--- src/rtl/can_defs_pkg.sv ---
// Shared CAN definitions: frame-state encoding, field widths and captured-field struct.
package can_defs;

  localparam int CAN_ID_BITS        = 11;
  localparam int CAN_DLC_BITS       = 4;
  localparam int CAN_CRC_BITS       = 15;
  localparam int CAN_EOF_BITS       = 7;
  localparam int CAN_STUFF_LEN      = 5;
  localparam int CAN_RECOVERY_BITS  = 11;
  localparam int CAN_MAX_DATA_BYTES = 8;
  localparam int CAN_FRAME_BYTES    = 10;

  typedef enum logic [3:0] {
    STATE_IDLE      = 4'd0,
    STATE_ID_STD    = 4'd1,
    STATE_RTR       = 4'd2,
    STATE_IDE       = 4'd3,
    STATE_R0        = 4'd4,
    STATE_DLC       = 4'd5,
    STATE_DATA      = 4'd6,
    STATE_CRC       = 4'd7,
    STATE_CRC_DELIM = 4'd8,
    STATE_ACK       = 4'd9,
    STATE_ACK_DELIM = 4'd10,
    STATE_EOF       = 4'd11,
    STATE_WAIT_IDLE = 4'd12
  } can_state_e;

  typedef struct packed {
    logic [CAN_ID_BITS-1:0]  id;
    logic                    rtr;
    logic [CAN_DLC_BITS-1:0] dlc;
  } can_frame_t;

  // Number of data bytes actually on the wire: none for remote frames, DLC capped at 8.
  function automatic logic [3:0] can_data_bytes(input logic rtr, input logic [3:0] dlc);
    logic [3:0] n;
    n = (dlc > 4'(CAN_MAX_DATA_BYTES)) ? 4'(CAN_MAX_DATA_BYTES) : dlc;
    if (rtr) begin
      n = 4'd0;
    end
    return n;
  endfunction

endpackage

--- src/rtl/can_bit_destuffer.sv ---
// Bit destuffer: tracks the run of equal bus levels and flags the bit that must be a stuff bit.
module can_bit_destuffer
  import can_defs::*;
#(
  parameter int STUFF_LEN = CAN_STUFF_LEN
) (
  input  logic clk,
  input  logic rst,
  input  logic sample_point,
  input  logic rx_bit,
  input  logic enable,
  output logic stuff_bit,
  output logic stuff_error
);

  logic       lastBit_q, lastBit_d;
  logic [2:0] run_q, run_d;

  // After STUFF_LEN equal bits the current sample is a stuff bit; equal level there is a violation.
  assign stuff_bit   = enable && (run_q == 3'(STUFF_LEN));
  assign stuff_error = stuff_bit && (rx_bit == lastBit_q);

  // While disabled every sample restarts the run, so the SOF bit seeds a run of one.
  always_comb begin
    lastBit_d = lastBit_q;
    run_d     = run_q;
    if (sample_point) begin
      if (!enable || (rx_bit != lastBit_q)) begin
        lastBit_d = rx_bit;
        run_d     = 3'd1;
      end else begin
        run_d = run_q + 3'd1;
      end
    end
  end

  // Run history register.
  always_ff @(posedge clk or posedge rst) begin
    if (rst) begin
      lastBit_q <= 1'b1;
      run_q     <= 3'd0;
    end else begin
      lastBit_q <= lastBit_d;
      run_q     <= run_d;
    end
  end

endmodule

--- src/rtl/can_receiver.sv ---
// CAN 2.0A receive engine: destuffs, decodes standard data/remote frames, checks CRC and form.
module can_receiver
  import can_defs::*;
#(
  parameter int STUFF_LEN     = CAN_STUFF_LEN,
  parameter int RECOVERY_BITS = CAN_RECOVERY_BITS
) (
  input  logic        clk,
  input  logic        rst,
  input  logic        sample_point,
  input  logic        rx_bit,
  input  logic [14:0] calculated_crc,
  output logic        crc_active,
  output logic [7:0]  rx_data_0,
  output logic [7:0]  rx_data_1,
  output logic [7:0]  rx_data_2,
  output logic [7:0]  rx_data_3,
  output logic [7:0]  rx_data_4,
  output logic [7:0]  rx_data_5,
  output logic [7:0]  rx_data_6,
  output logic [7:0]  rx_data_7,
  output logic [7:0]  rx_data_8,
  output logic [7:0]  rx_data_9,
  output logic        rx_valid,
  output logic        rx_busy,
  output logic        ack_tx,
  output logic        crc_error,
  output logic        stuff_error,
  output logic        form_error
);

  localparam int REC_W = $clog2(RECOVERY_BITS + 1);

  can_state_e              state_q, state_d;
  logic [3:0]              bitCnt_q, bitCnt_d;
  logic [3:0]              byteIdx_q, byteIdx_d;
  logic [3:0]              byteCnt_q, byteCnt_d;
  logic [6:0]              shift_q, shift_d;
  can_frame_t              frame_q, frame_d;
  logic [CAN_CRC_BITS-1:0] crcRx_q, crcRx_d;
  logic [REC_W-1:0]        recCnt_q, recCnt_d;
  logic [7:0]              rxData_q [CAN_FRAME_BYTES];
  logic [7:0]              rxData_d [CAN_FRAME_BYTES];
  logic                    rxValid_q, rxValid_d;
  logic                    ackTx_q, ackTx_d;
  logic                    crcErr_q, crcErr_d;
  logic                    stuffErr_q, stuffErr_d;
  logic                    formErr_q, formErr_d;

  logic       destuffEnable;
  logic       stuffBit;
  logic       stuffViolation;
  logic [3:0] dlcFull;
  logic [3:0] nBytes;
  logic [3:0] byteSlot;
  logic [3:0] byteNext;

  can_bit_destuffer #(
    .STUFF_LEN(STUFF_LEN)
  ) u_destuffer (
    .clk          (clk),
    .rst          (rst),
    .sample_point (sample_point),
    .rx_bit       (rx_bit),
    .enable       (destuffEnable),
    .stuff_bit    (stuffBit),
    .stuff_error  (stuffViolation)
  );

  // Stuffing applies from the first ID bit through the last CRC bit; SOF seeds the run while idle.
  always_comb begin
    destuffEnable = 1'b0;
    case (state_q)
      STATE_ID_STD, STATE_RTR, STATE_IDE, STATE_R0,
      STATE_DLC, STATE_DATA, STATE_CRC: destuffEnable = 1'b1;
      default:                          destuffEnable = 1'b0;
    endcase
  end

  // The external CRC unit sees SOF and every non-stuff bit up to the last data bit.
  always_comb begin
    crc_active = 1'b0;
    case (state_q)
      STATE_IDLE:                          crc_active = ~rx_bit;
      STATE_ID_STD, STATE_RTR, STATE_IDE,
      STATE_R0, STATE_DLC, STATE_DATA:     crc_active = ~stuffBit;
      default:                             crc_active = 1'b0;
    endcase
  end

  // Frame decoder: next state, field capture and one-clk status pulses, all on sample_point.
  always_comb begin
    state_d    = state_q;
    bitCnt_d   = bitCnt_q;
    byteIdx_d  = byteIdx_q;
    byteCnt_d  = byteCnt_q;
    shift_d    = shift_q;
    frame_d    = frame_q;
    crcRx_d    = crcRx_q;
    recCnt_d   = recCnt_q;
    rxData_d   = rxData_q;
    ackTx_d    = ackTx_q;
    rxValid_d  = 1'b0;
    crcErr_d   = 1'b0;
    stuffErr_d = 1'b0;
    formErr_d  = 1'b0;
    dlcFull    = {frame_q.dlc[3:1], rx_bit};
    nBytes     = can_data_bytes(frame_q.rtr, dlcFull);
    byteSlot   = byteIdx_q + 4'd2;
    byteNext   = byteIdx_q + 4'd1;

    if (sample_point) begin
      if (stuffViolation) begin
        stuffErr_d = 1'b1;
        state_d    = STATE_WAIT_IDLE;
      end else if (!stuffBit) begin
        case (state_q)
          STATE_IDLE: begin
            if (!rx_bit) begin
              state_d  = STATE_ID_STD;
              bitCnt_d = 4'(CAN_ID_BITS - 1);
              frame_d  = '0;
              for (int i = 2; i < CAN_FRAME_BYTES; i++) begin
                rxData_d[i] = 8'h00;
              end
            end
          end
          STATE_ID_STD: begin
            frame_d.id[bitCnt_q] = rx_bit;
            if (bitCnt_q == 4'd0) begin
              state_d = STATE_RTR;
            end else begin
              bitCnt_d = bitCnt_q - 4'd1;
            end
          end
          STATE_RTR: begin
            frame_d.rtr = rx_bit;
            state_d     = STATE_IDE;
          end
          STATE_IDE: begin
            state_d = rx_bit ? STATE_WAIT_IDLE : STATE_R0;
          end
          STATE_R0: begin
            state_d  = STATE_DLC;
            bitCnt_d = 4'(CAN_DLC_BITS - 1);
          end
          STATE_DLC: begin
            frame_d.dlc[bitCnt_q[1:0]] = rx_bit;
            if (bitCnt_q == 4'd0) begin
              if (nBytes == 4'd0) begin
                state_d  = STATE_CRC;
                bitCnt_d = 4'(CAN_CRC_BITS - 1);
              end else begin
                state_d   = STATE_DATA;
                byteCnt_d = nBytes;
                byteIdx_d = 4'd0;
                bitCnt_d  = 4'd7;
              end
            end else begin
              bitCnt_d = bitCnt_q - 4'd1;
            end
          end
          STATE_DATA: begin
            shift_d = {shift_q[5:0], rx_bit};
            if (bitCnt_q == 4'd0) begin
              rxData_d[byteSlot] = {shift_q, rx_bit};
              byteIdx_d          = byteNext;
              if (byteNext == byteCnt_q) begin
                state_d  = STATE_CRC;
                bitCnt_d = 4'(CAN_CRC_BITS - 1);
              end else begin
                bitCnt_d = 4'd7;
              end
            end else begin
              bitCnt_d = bitCnt_q - 4'd1;
            end
          end
          STATE_CRC: begin
            crcRx_d[bitCnt_q] = rx_bit;
            if (bitCnt_q == 4'd0) begin
              state_d = STATE_CRC_DELIM;
            end else begin
              bitCnt_d = bitCnt_q - 4'd1;
            end
          end
          STATE_CRC_DELIM: begin
            if (!rx_bit) begin
              formErr_d = 1'b1;
              state_d   = STATE_WAIT_IDLE;
            end else if (crcRx_q != calculated_crc) begin
              crcErr_d = 1'b1;
              state_d  = STATE_WAIT_IDLE;
            end else begin
              ackTx_d = 1'b1;
              state_d = STATE_ACK;
            end
          end
          STATE_ACK: begin
            ackTx_d = 1'b0;
            state_d = STATE_ACK_DELIM;
          end
          STATE_ACK_DELIM: begin
            if (!rx_bit) begin
              formErr_d = 1'b1;
              state_d   = STATE_WAIT_IDLE;
            end else begin
              state_d  = STATE_EOF;
              bitCnt_d = 4'(CAN_EOF_BITS - 1);
            end
          end
          STATE_EOF: begin
            if (!rx_bit) begin
              formErr_d = 1'b1;
              state_d   = STATE_WAIT_IDLE;
            end else if (bitCnt_q == 4'd0) begin
              rxValid_d   = 1'b1;
              rxData_d[0] = frame_q.id[10:3];
              rxData_d[1] = {frame_q.id[2:0], frame_q.rtr, frame_q.dlc};
              state_d     = STATE_IDLE;
            end else begin
              bitCnt_d = bitCnt_q - 4'd1;
            end
          end
          STATE_WAIT_IDLE: begin
            if (!rx_bit) begin
              recCnt_d = '0;
            end else if (recCnt_q == REC_W'(RECOVERY_BITS - 1)) begin
              recCnt_d = '0;
              state_d  = STATE_IDLE;
            end else begin
              recCnt_d = recCnt_q + 1'b1;
            end
          end
          default: begin
            state_d = STATE_IDLE;
          end
        endcase
      end
    end
  end

  // State and datapath registers; reset abandons any frame in progress.
  always_ff @(posedge clk or posedge rst) begin
    if (rst) begin
      state_q    <= STATE_IDLE;
      bitCnt_q   <= 4'd0;
      byteIdx_q  <= 4'd0;
      byteCnt_q  <= 4'd0;
      shift_q    <= 7'd0;
      frame_q    <= '0;
      crcRx_q    <= '0;
      recCnt_q   <= '0;
      rxData_q   <= '{default: 8'h00};
      rxValid_q  <= 1'b0;
      ackTx_q    <= 1'b0;
      crcErr_q   <= 1'b0;
      stuffErr_q <= 1'b0;
      formErr_q  <= 1'b0;
    end else begin
      state_q    <= state_d;
      bitCnt_q   <= bitCnt_d;
      byteIdx_q  <= byteIdx_d;
      byteCnt_q  <= byteCnt_d;
      shift_q    <= shift_d;
      frame_q    <= frame_d;
      crcRx_q    <= crcRx_d;
      recCnt_q   <= recCnt_d;
      rxData_q   <= rxData_d;
      rxValid_q  <= rxValid_d;
      ackTx_q    <= ackTx_d;
      crcErr_q   <= crcErr_d;
      stuffErr_q <= stuffErr_d;
      formErr_q  <= formErr_d;
    end
  end

  assign rx_data_0   = rxData_q[0];
  assign rx_data_1   = rxData_q[1];
  assign rx_data_2   = rxData_q[2];
  assign rx_data_3   = rxData_q[3];
  assign rx_data_4   = rxData_q[4];
  assign rx_data_5   = rxData_q[5];
  assign rx_data_6   = rxData_q[6];
  assign rx_data_7   = rxData_q[7];
  assign rx_data_8   = rxData_q[8];
  assign rx_data_9   = rxData_q[9];
  assign rx_valid    = rxValid_q;
  assign rx_busy     = (state_q != STATE_IDLE);
  assign ack_tx      = ackTx_q;
  assign crc_error   = crcErr_q;
  assign stuff_error = stuffErr_q;
  assign form_error  = formErr_q;

endmodule

--- config.mk ---
export PLATFORM = sky130hd
export DESIGN_NAME = can_receiver
export DESIGN_NICKNAME = d
export VERILOG_FILES = /design/src/rtl/can_defs_pkg.sv /design/src/rtl/can_bit_destuffer.sv /design/src/rtl/can_receiver.sv
export SDC_FILE = /design/constraint.sdc
export NUM_CORES = 1
export LEC_CHECK = 0
export CAP_MARGIN = 10
export CELL_PAD_IN_SITES_DETAIL_PLACEMENT = 1
export CELL_PAD_IN_SITES_GLOBAL_PLACEMENT = 2
export CORE_ASPECT_RATIO = 0.75
export CORE_MARGIN = 2
export CORE_UTILIZATION = 38
export DETAILED_ROUTE_END_ITERATION = 8
export PLACE_DENSITY = 0.89
export SLEW_MARGIN = 5
export SYNTH_ARGS = -nofsm -noshare
export SYNTH_HDL_FRONTEND = slang
export SYNTH_SLANG_ARGS = --single-unit
--- constraint.sdc ---
create_clock -name clk -period 16.9 [get_ports clk]
set_input_delay 5.07 -clock clk [delete_from_list [all_inputs] [get_ports clk]]
set_output_delay 5.07 -clock clk [all_outputs]
set_load 0.02 [all_outputs]
# --- Word level (Yosys, flattened, before mapping) ---
# Cells that the tools add are included.
word_totals:
  ff_bits: 147
  input_bits: 19
  out_inout_bits: 87
  wordCells: 198
classes:
  eq_ne: 37
  reduce_logical: 37
  bitwise_logic: 5
  add_sub_neg: 5
  order_cmp: 7
  muxes: 80
op_table:
  columns: ["cell", "n"]
  rows:
  - ["$pmux 64 s2", 1]
  - ["$mux 4", 28]
  - ["$bwmux 80", 1]
  - ["$mux 80", 1]
  - ["$mux 64", 1]
  - ["$pmux 4 s13", 1]
  - ["$mux 16", 3]
  - ["$demux 8 s4", 1]
  - ["$pmux 16 s2", 1]
  - ["$pmux 4 s7", 1]
  - ["$mux 1", 25]
  - ["$eq 4x4->1 const B", 6]
  - ["$ne 3x3->1 const B", 8]
  - ["$pmux 11 s2", 1]
  - ["$reduce_and 7->1", 3]
  - ["$ne 2x2->1 const B", 9]
  - ["$reduce_and 6->1", 3]
  - ["$eq 4x3->1 const B", 4]
  - ["$pmux 4 s2", 2]
  - ["$bwmux 15", 1]
  - ["$ne 15x15->1", 1]
  - ["$reduce_and 5->1", 3]
  - ["$reduce_bool 2->1", 7]
  - ["$logic_not 4->1", 3]
  - ["40 further kinds", 56]

# --- Depth between registers and ports, before layout ---
logic_depth:
  word_depth: 9
  mapped_depth: 10

# --- Cells and area by module ---
# From an unflattened synthesis, not the netlist that was laid out.
hier_totals:
  cells_unflattened: 680
  area_unflattened_um2: 7498.4
by_module_without_submodules:
  columns: ["module", "seq_area_each_um2", "cells_each", "area_each_um2", "n_inst"]
  rows:
  - ["can_receiver", 3578.4, 659, 7264.5, 1]
  - ["can_bit_destuffer", 101.3, 21, 234.0, 1]

# --- Least setup slack after synthesis ---
# Ideal clock, no wire load.
synth_path:
  kind: "input to output"
  from: "input rx_bit"
  to: "output crc_active"
  t_arrival_ns: 6.317
  slack_ns: 5.513
  stages: 3
  cell_sequence: "nand2b_1 nor3_1 a2111oi_0"
synth_via:
  elab_chain_cells: 2
synth_lines:
  columns: ["element", "line_no", "text"]
  rows:
  - ["start, declared", "can_receiver.sv:11", "input logic rx_bit,"]
  - ["$not 1->1", "can_receiver.sv:84", "STATE_IDLE: crc_active = ~rx_bit;"]
  - ["$pmux 1 s2", "can_receiver.sv:83", "case (state_q)"]
  - ["end, declared", "can_receiver.sv:13", "output logic crc_active,"]
# No other way between the ends.

# --- Final worst setup path ---
# Same ends and word-level chain as after synthesis.

==> metrics.md <==
| Metric | Value |
|---|---|
| Post-Synth XOR/XNOR Area | 0.0344 |
| # fillers | 1984 |
| Crit path DAT | 7.13 ns |
| Nets | 793 |
| Commonest cells after routing, fill and taps aside | dfrtp_1 (146), clkdlybuf4s50_1 (105), nand2_1 (98) |
| Sw frac | 0.369 |
| Post-CTS sizing | 0 |
| TritonCTS clock tree | done |
| Post-Synth Simple-Gate Area | 0.146 |
| Post-CTS setup buffers | 0 |
| Slew Limit Fails | 0 |
| Post-synthesis cell area | 7030 µm² |
| Net load switching power | 414 µW |
| Crit share post-route | 0.722 |
| Worst VDD drop | 0.0000656 V |
| DR vias/cell | 5.58 |
| Initial Util | 0.384 |
| Pre-Repair DR Iteration Count | 5 |
| Initial antenna violation count | 0 |
| CORE AREA | 18300 µm² |
| Number of synthesized flops with an enable pin | 0 |
| Synth Area in Adders | 0.0232 |
| Ys Warns | 0 |
| Reg power frac | 0.396 |
| Post-synthesis compound-gate area fraction | 0.203 |
| Number of buffers created by CTS | 17 |
| Hold Crit Class | flip-flop to flip-flop |
| Crit path max fanout | 24 |
| Via count | 5701 |
| Hpwl dp | 14500 µm |
| Multiplexer area fraction after synthesis | 0.0337 |
| CTS sink count | 147 |
| Crit path required time | 11.83 ns |
| Largest net degree at the start of global routing | 78 |
| Post-route DRC violation count | 0 |
| Critical path class | input pin to output port |
| Leakage | 0.00373 µW |
| Clock power share | 0.331 |
| RSZ-0062 raised after global routing | false |
| Area of the multi-input gates | 3100 µm² |
| Async SR Flop Fraction | 1.00 |
| Max Cap Viol | 0 |
| # hold bufs at CTS | 0 |
| Antenna violation net count after detailed routing | 0 |
| Worst Tran Pin Value | 0.945 ns |
| Cells after Synth | 664 |
| Port Buf Inserts | 105 |
| Area grow syn2layout | 26.0% |
| Final WS setup | 4.70 ns |
| Share of layout cells above drive strength 1 | 0.102 |
| Routed WL per cell | 20.6 µm |
| Final wirelength | 21000 µm |
| Crit start category | input pin |
| Dominant synthesized flop cell | dfrtp_1 |
| Sequential area share after synthesis | 0.524 |
| Final Hold Viols | 0 |
| Mean Syn Cell Area | 10.6 µm² |
| Final-report setup violation count | 0 |
| DIE AREA | 19600 µm² |
| Pre-CTS WS | 4.73 ns |
| Combinational share of power | 0.272 |
| RD Place Congestion | 0.831 |
| Finished Layout Cells | 1021 |
| H-tree depth | 4 |
| Yosys reg bits | 147 |
| Post-Syn Nets | 696 |
| Most common cell after layout, fill and taps aside | dfrtp_1 |
| Clk slew on worst S/H paths | 0.07 ns |
| Period minus WS final | 12.20 ns |
| Worst hold slack | 0.492 ns |
| Relative slew slack | 0.370 |
| Initial DRC Count | 324 |
| Outcome | complete, no violations |
| Width of the die | 161 µm |
| Final Skew | 0.00874 ns |
| CTS Root Cell | clkbuf_16 |
| Netlist cell types | 67 |
| Die height | 122 µm |
| Placed cell count | 989 |
| Power per cell area | 127 nW/µm² |
| Setup TNS | 0 ns |
| # rows | 43 |
| Largest family of logic cells by synthesized area | compound AO/OA/AOI/OAI gates |
| Max clock buf depth | 2 |
| I/O Pins | 106 |
| Register area | 3680 µm² |
| Grt ovf | 0 |
| F_max | 81.9 MHz |
| Vias in the first global route | 6012 |
| # diodes | 0 |
| GRT Util Overall | 0.225 |
| Worst-Skew Late Latency | 0.43 ns |
| Global-route wire length before repair | 34200 µm |
| Crit. End Element | output port |
| Int Pwr | 707 µW |
per-stage QoR:
step                utilization  power [µW]  instance area (µm²)
detailed placement        0.453         751                 8280
CTS                       0.484        1130                 8850
finish                    0.484        1120                 8850
global placement          0.453         735                 8280
global route              0.484        1180                 8850
floorplan                     -         659                 7030
routing by layer:
layer | global-route usage | share of wire
met2 | 0.363 | 0.48
met5 | 0 | 0
met4 | 0.0558 | 0.0093
met3 | 0.0398 | 0.028
met1 | 0.317 | 0.48
final timing paths:
path                       slack [ns]      endpoint  cells after the start         start
max                              4.70    crc_active                      6        rx_bit
min                              0.49  rx_data_3[0]                      1  rx_data_3[0]
min in group asynchronous        5.13  rx_data_5[5]                      2           rst
min reg2reg                      0.49  rx_data_3[0]                      1  rx_data_3[0]
max reg2reg                     13.58  rx_data_8[2]                      5    state_q[1]
max in group asynchronous       10.34   bitCnt_q[0]                      3           rst
synth_stat cells (all sizes together), types with 5 or more instances:
master,number,area share
nor3,10,0.0094
nor2b,5,0.0045
o31ai,6,0.0064
ha,13,0.023
xor2,6,0.0075
inv,25,0.013
o21ai,39,0.028
nand4,13,0.012
nand3,20,0.014
a22oi,7,0.0075
xnor2,19,0.024
nand2,107,0.066
clkbuf,20,0.011
a21oi,36,0.030
dfrtp,146,0.52
buf,13,0.012
nand2b,5,0.0045
mux2,21,0.034
o22ai,11,0.0098
a22o,6,0.0075
o2bb2ai,64,0.080
nor2,24,0.013
sequential cells by signal (all words and copies together) (netlist names), 7 cells and up:
| name | count |
|---|---|
| crcRx_q | 15 |
| frame_q | 13 |
| rx_data_0 | 8 |
| rx_data_1 | 8 |
| rx_data_2 | 8 |
| rx_data_3 | 8 |
| rx_data_4 | 8 |
| rx_data_5 | 8 |
| rx_data_6 | 8 |
| rx_data_7 | 8 |
| rx_data_8 | 8 |
| rx_data_9 | 8 |
| shift_q | 7 |
cells by family (layout without fill, tap and decap cells):
kind of cell | Yosys count | count (layout)
compound gates | 196 | 196
xor+xnor | 26 | 26
fa+ha+maj | 13 | 13
buf+inv | 58 | 168
flops | 147 | 147
mux | 21 | 21
simple gates | 203 | 203
cell type report:
class                   count  share of cell area
flip-flops and latches    147               0.416
multi-input cells         459               0.350
repair buffers            111               0.124
clock buffers              17              0.0480
well taps                 247              0.0349
clock inverters            15              0.0165
inverters                  25              0.0112
power groups by stage:
stage               clock network, µW  logic [µW]  registers (µW)
floorplan                           0         223             436
global placement                    0         289             446
detailed placement                  0         301             450
CTS                               378         305             444
global route                      393         339             452
finish                            372         305             445
critical path, cell delays in order:
cell             delay [ns]
clkdlybuf4s50_1        0.41
buf_4                  0.23
nand2b_1               0.14
nor3_1                 0.07
a2111oi_0              0.50
clkdlybuf4s50_1        0.71
Power figures use the tool's default switching activity.
